--- src/rtl/serial_add_seq.sv ---
// Bit-serial WIDTH-bit adder: one Full_add cell fed LSB-first, one operand bit pair per clock.
// Latency: start accepted at edge E0 -> done pulses in the cycle after edge E0+WIDTH; back-to-back every WIDTH+1 cycles.
// Backpressure: start is sampled only while ready=1; a start seen while busy is ignored.
//
// Ports: clk, rst_n (synchronous, active-low), start, a, b, c_in  -> ready, busy, done, sum, c_out.
// Optional: define SERIAL_ADD_SUB_EN to add input 'sub' (1 = compute a-b, c_out=1 means no borrow).

module Full_add (
   input  logic a,
   input  logic b,
   input  logic cin,
   output logic s,
   output logic cout
);
   assign s    = a ^ b ^ cin;
   assign cout = (a & b) | (cin & (a ^ b));
endmodule

module serial_add_seq #(
   parameter int WIDTH = 8
) (
   input  logic             clk,
   input  logic             rst_n,
   input  logic             start,
`ifdef SERIAL_ADD_SUB_EN
   input  logic             sub,
`endif
   input  logic [WIDTH-1:0] a,
   input  logic [WIDTH-1:0] b,
   input  logic             c_in,
   output logic             ready,
   output logic             busy,
   output logic             done,
   output logic [WIDTH-1:0] sum,
   output logic             c_out
);

   localparam int CW = (WIDTH > 1) ? $clog2(WIDTH) : 1;
   localparam logic [CW-1:0] LAST = CW'(WIDTH - 1);

   localparam logic [1:0] IDLE  = 2'd0;
   localparam logic [1:0] SHIFT = 2'd1;
   localparam logic [1:0] DONE  = 2'd2;

   logic [1:0]       state;
   logic [CW-1:0]    cnt;
   logic             carry;
   logic [WIDTH-1:0] sh_a;
   logic [WIDTH-1:0] sh_b;
   logic [WIDTH-1:0] sh_s;

   logic             fa_s;
   logic             fa_c;
   logic [WIDTH-1:0] s_next;
   logic [WIDTH-1:0] b_load;
   logic             cin_load;

   // Subtraction is a + ~b + 1; the add-only build has no mux at all.
`ifdef SERIAL_ADD_SUB_EN
   assign b_load   = sub ? ~b : b;
   assign cin_load = sub ? 1'b1 : c_in;
`else
   assign b_load   = b;
   assign cin_load = c_in;
`endif

   Full_add u_fa (
      .a    (sh_a[0]),
      .b    (sh_b[0]),
      .cin  (carry),
      .s    (fa_s),
      .cout (fa_c)
   );

   // Sum bits enter at the MSB so that after WIDTH shifts bit 0 sits at the LSB.
   assign s_next = {fa_s, sh_s[WIDTH-1:1]};

   assign ready = (state != SHIFT);
   assign busy  = (state == SHIFT);
   assign done  = (state == DONE);

   always_ff @(posedge clk) begin
      if (!rst_n) begin
         state <= IDLE;
         cnt   <= '0;
         carry <= 1'b0;
         sh_a  <= '0;
         sh_b  <= '0;
         sh_s  <= '0;
         sum   <= '0;
         c_out <= 1'b0;
      end else begin
         case (state)
            // DONE accepts a new start exactly like IDLE, giving back-to-back operation.
            IDLE, DONE: begin
               if (start) begin
                  sh_a  <= a;
                  sh_b  <= b_load;
                  carry <= cin_load;
                  cnt   <= '0;
                  state <= SHIFT;
               end else begin
                  state <= IDLE;
               end
            end
            SHIFT: begin
               sh_s  <= s_next;
               carry <= fa_c;
               sh_a  <= {1'b0, sh_a[WIDTH-1:1]};
               sh_b  <= {1'b0, sh_b[WIDTH-1:1]};
               cnt   <= cnt + CW'(1);
               if (cnt == LAST) begin
                  sum   <= s_next;
                  c_out <= fa_c;
                  state <= DONE;
               end
            end
            default: state <= IDLE;
         endcase
      end
   end

endmodule

--- config.mk ---
export PLATFORM = sky130hd
export DESIGN_NAME = serial_add_seq
export DESIGN_NICKNAME = d
export VERILOG_FILES = /design/src/rtl/serial_add_seq.sv
export SDC_FILE = /design/constraint.sdc
export NUM_CORES = 1
export LEC_CHECK = 0
export BUFFER_PORTS_ARGS = -buffer_cell sky130_fd_sc_hd__buf_4
export CELL_PAD_IN_SITES_DETAIL_PLACEMENT = 0
export CELL_PAD_IN_SITES_GLOBAL_PLACEMENT = 2
export CORE_AREA = 2 2 61 91
export CTS_BUF_LIST = sky130_fd_sc_hd__clkbuf_4 sky130_fd_sc_hd__clkbuf_8
export DETAILED_ROUTE_END_ITERATION = 12
export DIE_AREA = 0 0 63 93
export GPL_TIMING_DRIVEN = 0
export PLACE_DENSITY_LB_ADDON = 0.25
export SLEW_MARGIN = 20
export SYNTH_ARGS = -nofsm -noshare
export SYNTH_HDL_FRONTEND = slang
export SYNTH_SLANG_ARGS = --single-unit
--- constraint.sdc ---
create_clock -name clk -period 1.6 [get_ports clk]
set_input_delay 0 -clock clk [delete_from_list [all_inputs] [get_ports clk]]
set_output_delay 0 -clock clk [all_outputs]
set_load 0.01 [all_outputs]
==> results of run 1 <==
==> stage by stage <==
step | power, uW | worst slack (ns)
after detailed placement | 1292 | 0.2192
after global routing | 2098 | 0.1140
after CTS | 2022 | 0.2049
after floorplan | 1200 | 0.4303
final | 1984 | 0.2306
after global placement | 1292 | 0.2251
==> path summary, 6_finish.rpt <==
check                                    startpoint                    to  slack (ns)  cells after the start
worst max-delay path            cnt[0]$_SDFFE_PN0P_   sum[6]$_SDFFE_PN0P_        0.23                      5
worst min-delay path                          rst_n  sh_b[1]$_SDFFE_PN0P_        0.05                      3
worst min register to register  sum[0]$_SDFFE_PN0P_   sum[0]$_SDFFE_PN0P_        0.45                      2
worst max register to register  cnt[0]$_SDFFE_PN0P_   sum[6]$_SDFFE_PN0P_        0.23                      5
==> area by class of cell <==
type / instances / area, sq um / share of cell area [%]
clock buffers: 6 / 82.58 / 3.855
clock inverters: 2 / 12.51 / 0.5841
plain buffers: 16 / 91.34 / 4.264
multi-input cells: 134 / 710.7 / 33.18
repair buffers: 47 / 395.4 / 18.46
well taps: 68 / 85.08 / 3.972
flip-flops and latches: 38 / 760.7 / 35.51
inverters: 1 / 3.754 / 0.1752
==> cell families (layout without fill, tap and decap cells) <==
group / Yosys count / in the layout / share of synthesized area, %
buffers and inverters: 17 / 72 / 6.070
AOI/OAI and AO/OA: 52 / 52 / 21.17
adders and majority gates: 3 / 3 / 2.875
and+or+nand+nor: 79 / 79 / 21.33
DFF: 38 / 38 / 48.56
==> metal layers <==
layer	up-vias	track usage [%]	part of all wire, %
met5	-	0	0
met4	0	6.667	2.1
li1	747	-	-
met3	6	3.249	3.6
met1	631	14.39	44
met2	28	23.49	50
==> where the power goes <==
group	internal, uW	switching [uW]
logic	139	135
clock network	346	341
registers	994	28.7
==> registers in the layout, summed over array words and instances, names as in the netlist <==
name	flops
state	2
carry	1
cnt	3
sh_s	7
sh_b	8
sum	8
c_out	1
sh_a	8
==> cell usage in the layout (no fill, tap or decap) <==
master	instances
a21boi_1	20
a31oi_1	15
and2_1	1
and3_1	2
buf_1	1
buf_2	7
buf_4	34
buf_6	1
clkbuf_1	3
clkbuf_8	6
clkinv_2	1
clkinvlp_4	1
dfxtp_1	38
dlygate4sd3_1	17
fa_1	1
ha_1	2
inv_2	1
nand2_1	57
nand2b_1	2
nand3_1	13
nand3b_1	1
nor2_1	1
nor2b_1	2
o21a_1	1
o21ai_1	16
==> what timing repair did <==
action	4_1_cts	5_1_grt
hold buffers	17	0
hold endpoints to repair	17	0
resized for setup	0	0
==> critical path: cells and delay by family (launching register included) <==
kind,cells,cell delay [ns]
flops,1,0.35
compound gates,1,0.13
simple gates,1,0.13
fa+ha+maj,2,0.34
buf+inv,1,0.35
==> impl_results.md, run 1 <==
* Fmax at 730.2 MHz
* Post-route cell area at 0.002142 sq mm
* Ranking of synthesized cells by area: dfxtp_1 49%, nand2_1 14%, a21boi_1 9.6%
* Port Buffer Count at 30
* Register area share after synthesis at 48.56%
* Max Cap Viol at 0
* Setup TNS Final at 0 ns
* Iter 0 DRT Violations at 30
* Ys Warns at 0
* Number of synthesized flops with an enable pin at 0
* Initial DRT Pass Iterations at 3
* CP max stage delay at 0.35 ns
* Num CTS Buffers at 5
* Row Count at 32
* WHS at around 0.048 ns
* Core Area at 0.005085 sq mm
* Vias in the first global route at 1322
* Die area at between 0.005 and 0.006 sq mm
* Layout Utilization at 42.13%
* Filler Cells Inserted at around 550
* CTS tree: yes
* Clock Tree Buf Depth at 2
* Final GP Congestion at between 0.7 and 0.8
* Clk_lat worst skew at 0.29 ns
* Hold WC Path Type: input port to register
* Pins Over Slew Limit at 0
* First-pass GRT wire length at about 6000 microns
* Net Count, Synth at 212
* Slew @ Worst Pin at roughly 0.41 ns
* Most instantiated cells after synthesis: 57 x nand2_1, 38 x dfxtp_1, 20 x a21boi_1
* Post-layout nets at 266
* Inst Count DP at about 290
* Max_slew headroom at 72.38%
* Worst Path Max Fanout at 10
* Final hold vios at 0
* Antenna violations before repair at 0
* Ports at 32
* Endpoints failing setup at 0
* Largest net degree at the start of global routing at 13
* Crit-path cells: ha_1 -> ha_1 -> buf_1 -> nand3_1 -> a21boi_1
* Top-count cell post-synth: nand2_1
* Area grow syn2layout at 36.74%
* Post-synth top area cell: dfxtp_1
* Yosys top cell area share at 48.56%
* Die Height at 93 microns
* DR DRC count at 0
* Pwr/cell area at slightly above 900 mW/mm^2
* Initial core utilization at a little over 30%
* Inserted Diodes at 0
* Cell mode on critical path: ha_1
* Synth Flop Type: dfxtp_1
* Final WL at approximately 3600 microns
* Count of cell types in the netlist at 21
* Synth Instances at 189
* H-tree Lvls at 2
* DR vias/cell at around 4.5
* All-layer global routing usage at 13.21%
* Post-Syn Area per Cell at 8.288 sq um
* Placement Cell Area at approximately 0.0019 sq mm
* Final period utilization at 85.59%
* Worst-path clk slew at 0.07 ns
* Slowest CP cell: dfxtp_1
* Post-DP HPWL at 2567 microns
* Leak at 0.0008529 uW
* Worst Skew at ~0.0054 ns
* Arr. time, crit path at 1.59 ns
* Vias at 1412
* Total gr overflow at 0
* Synth async-reset ratio at 0%
* Kind of critical path: register to register
* Peak supply drop at approximately 0.00034 V
* Die X at around 63 microns
* Final cell count without fillers at around 310
* Synthesized area at between 0.0015 and 0.002 sq mm
* RSZ-0062 raised after global routing: false
* CP startpoint kind: register
* #FFs+latches synth at 38
* Clock sinks at 38
* Buffer count from post-CTS setup fixing at 0
* CTS Root Buffer Type: clkbuf_8
* Layout cells sized above 1 at 20.90%
* Setup crit end kind: register
* Status: finished, final reports clean
* Tmin final at 1.369 ns
* Detailed-route wire length per cell at approximately 11 microns
* Worst EP required at approximately 1.8 ns
* Post-DRT Antenna Nets at 0
(Power assumes the default switching activity.)
==> inputs of run 2 (changes only) <==
--- a/config.mk
+++ b/config.mk
@@ -12,8 +12,11 @@
 export CTS_BUF_LIST = sky130_fd_sc_hd__clkbuf_4 sky130_fd_sc_hd__clkbuf_8
 export DETAILED_ROUTE_END_ITERATION = 12
 export DIE_AREA = 0 0 63 93
+export GPL_ROUTABILITY_DRIVEN = 0
 export GPL_TIMING_DRIVEN = 0
+export MAX_ROUTING_LAYER = met4
 export PLACE_DENSITY_LB_ADDON = 0.25
+export RECOVER_POWER = 25
 export SLEW_MARGIN = 20
 export SYNTH_ARGS = -nofsm -noshare
 export SYNTH_HDL_FRONTEND = slang
==> impl_results.md, run 2 (synthesis results as in run 1) <==
* Status: finished, final reports clean (unchanged)
* Setup TNS Final at 0 ns (unchanged)
* First-pass GRT wire length at 5975 microns (was 5996 microns)
* Core Area at 0.005085 sq mm (unchanged)
* Max Cap Viol at 0 (unchanged)
* Crit-path cells: nand2b_1 -> clkbuf_2 -> clkbuf_1 -> o21ai_1 -> a31oi_1 (was ha_1 -> ha_1 -> buf_1 -> nand3_1 -> a21boi_1)
* Vias at 1408 (was 1412)
* Routed met3 length at 136 microns (was 129 microns)
* Clock sinks at 38 (unchanged)
* Final WL at 3607 microns (was 3576 microns)
* Peak supply drop at 0.0003385 V (was 0.0003392 V)
* Max_slew headroom at 70.54% (was 72.38%)
* Final hold vios at 0 (unchanged)
* Num CTS Buffers at 5 (unchanged)
* Leading cell types in the layout, fill and taps excluded: 57 x nand2_1, 38 x dfxtp_1, 23 x buf_4, 20 x a21boi_1, 17 x dlygate4sd3_1 (was 57 x nand2_1, 38 x dfxtp_1, 34 x buf_4, 20 x a21boi_1, 17 x dlygate4sd3_1)
* Initial core utilization at 30.81% (unchanged)
* Pwr/cell area at 943.0 mW/mm^2 (was 926.4 mW/mm^2)
* Buffer count from post-CTS setup fixing at 0 (unchanged)
* Detailed-route wire length per cell at 11.56 microns (was 11.46 microns)
* Port Buffer Count at 30 (unchanged)
* WP buf/inv at 2 (was 1)
* CP delay by family, top: buffers and inverters (was flip-flops)
* Post-DP HPWL at 2567 microns (unchanged)
* Endpoints failing setup at 0 (unchanged)
* Clk_lat worst skew at 0.29 ns (about the same)
* Clock Tree Buf Depth at 2 (unchanged)
* Worst Skew at 0.004946 ns (was 0.005353 ns)
* Row Count at 32 (unchanged)
* All-layer global routing usage at 13.54% (was 13.21%)
* DR DRC count at 0 (unchanged)
* Worst Path Max Fanout at 10 (unchanged)
* Top sig layer: met4 (unchanged)
* Hold WC Path Type: input port to register (unchanged)
* Dpl ws at 0.2192 ns (unchanged)
* CTS tree: yes (unchanged)
* Most common cell after layout, fill and taps aside: nand2_1 (unchanged)
* CP startpoint kind: register (unchanged)
* Slowest CP cell: clkbuf_1 (was dfxtp_1)
* Kind of critical path: register to register (unchanged)
* Die X at 63 microns (unchanged)
* Met2 wire length at 1784 microns (was 1790 microns)
* Final setup margin at 0.2222 ns (was 0.2306 ns)
* Fmax at 725.8 MHz (was 730.2 MHz)
* Tmin final at 1.378 ns (was 1.369 ns)
* Ports at 32 (unchanged)
* Initial DRT Pass Iterations at 3 (unchanged)
* Die area at 0.005859 sq mm (unchanged)
* Iter 0 DRT Violations at 41 (was 30)
* Inserted Diodes at 0 (unchanged)
* Arr. time, crit path at 1.60 ns (was 1.59 ns)
* Slew @ Worst Pin at 0.4419 ns (was 0.4143 ns)
* Met1 wire length at 1608 microns (was 1578 microns)
* Setup crit end kind: register (unchanged)
* Largest net degree at the start of global routing at 13 (unchanged)
* Die Height at 93 microns (unchanged)
* Worst-path clk slew at 0.07 ns (about the same)
* Post-route cell area at 0.002101 sq mm (was 0.002142 sq mm)
* Total gr overflow at 0 (unchanged)
* Antenna violations before repair at 0 (unchanged)
* Pins Over Slew Limit at 0 (unchanged)
* DR vias/cell at 4.513 (was 4.526)
* Placement Cell Area at 0.001877 sq mm (unchanged)
* Final period utilization at 86.11% (was 85.59%)
* Area grow syn2layout at 34.11% (was 36.74%)
* Post-layout nets at 266 (unchanged)
* H-tree Lvls at 2 (unchanged)
* CP max stage delay at 0.39 ns (was 0.35 ns)
* RSZ-0062 raised after global routing: false (unchanged)
* Biggest regs: sh_a x8, sh_b x8, sum x8 (unchanged)
* Vias in the first global route at 1327 (was 1322)
* Leak at 0.0008076 uW (was 0.0008529 uW)
* CTS Root Buffer Type: clkbuf_8 (unchanged)
* Post-DRT Antenna Nets at 0 (unchanged)
* Worst EP required at 1.82 ns (was 1.83 ns)
* Layout cells sized above 1 at 16.39% (was 20.90%)
## run 2: tightest hold or removal path, cell delays in order
cell	delay, ns
buf_2	0.16
o21ai_1	0.09
a31oi_1	0.04
## run 2: per-stage QoR
stage / utilization [%] / power [uW] / hold WS, ns / instances
final: 41.31 / 1981 / 0.04795 / 312
after global routing: 41.31 / 2096 / 0.05982 / 312
after CTS: 42.13 / 2022 / 0.04742 / 312
after detailed placement: 36.91 / 1292 / 0.2720 / 287
after global placement: 36.91 / 1292 / 0.2709 / 287
after floorplan: - / 1200 / 0.1349 / 189
## run 2: power breakdown
group          switching [uW]  leakage (uW)  internal, uW
registers                28.7      0.000310           994
logic                     135      0.000450           137
clock network             340     0.0000472           346
## run 2: path summary, 6_finish.rpt
kind / start / endpoint / slack (ns) / cells after the start
max: state[1]$_SDFFE_PN0P_ / sh_a[5]$_SDFFE_PN0P_ / 0.22 / 5
min: rst_n / sh_b[1]$_SDFFE_PN0P_ / 0.05 / 3
max reg2reg: state[1]$_SDFFE_PN0P_ / sh_a[5]$_SDFFE_PN0P_ / 0.22 / 5
min reg2reg: sum[0]$_SDFFE_PN0P_ / sum[0]$_SDFFE_PN0P_ / 0.45 / 2
## run 2: cell type report
cell class	instances	area, sq um
inverters	1	3.754
fillers	568	2984
plain buffers	16	87.58
flip-flops and latches	38	760.7
well taps	68	85.08
clock inverters	2	12.51
multi-input cells	134	710.7
repair buffers	47	357.8
clock buffers	6	82.58
## run 2: timing repair
item                      in CTS  in global routing
resized for setup              0                  0
hold endpoints to repair      17                  0
hold buffers                  17                  0
## run 2: layer usage
layer	track usage [%]	vias up
met3	3.249	6
met4	6.667	0
met1	14.32	626
met5	-	-
met2	23.49	28
li1	-	748
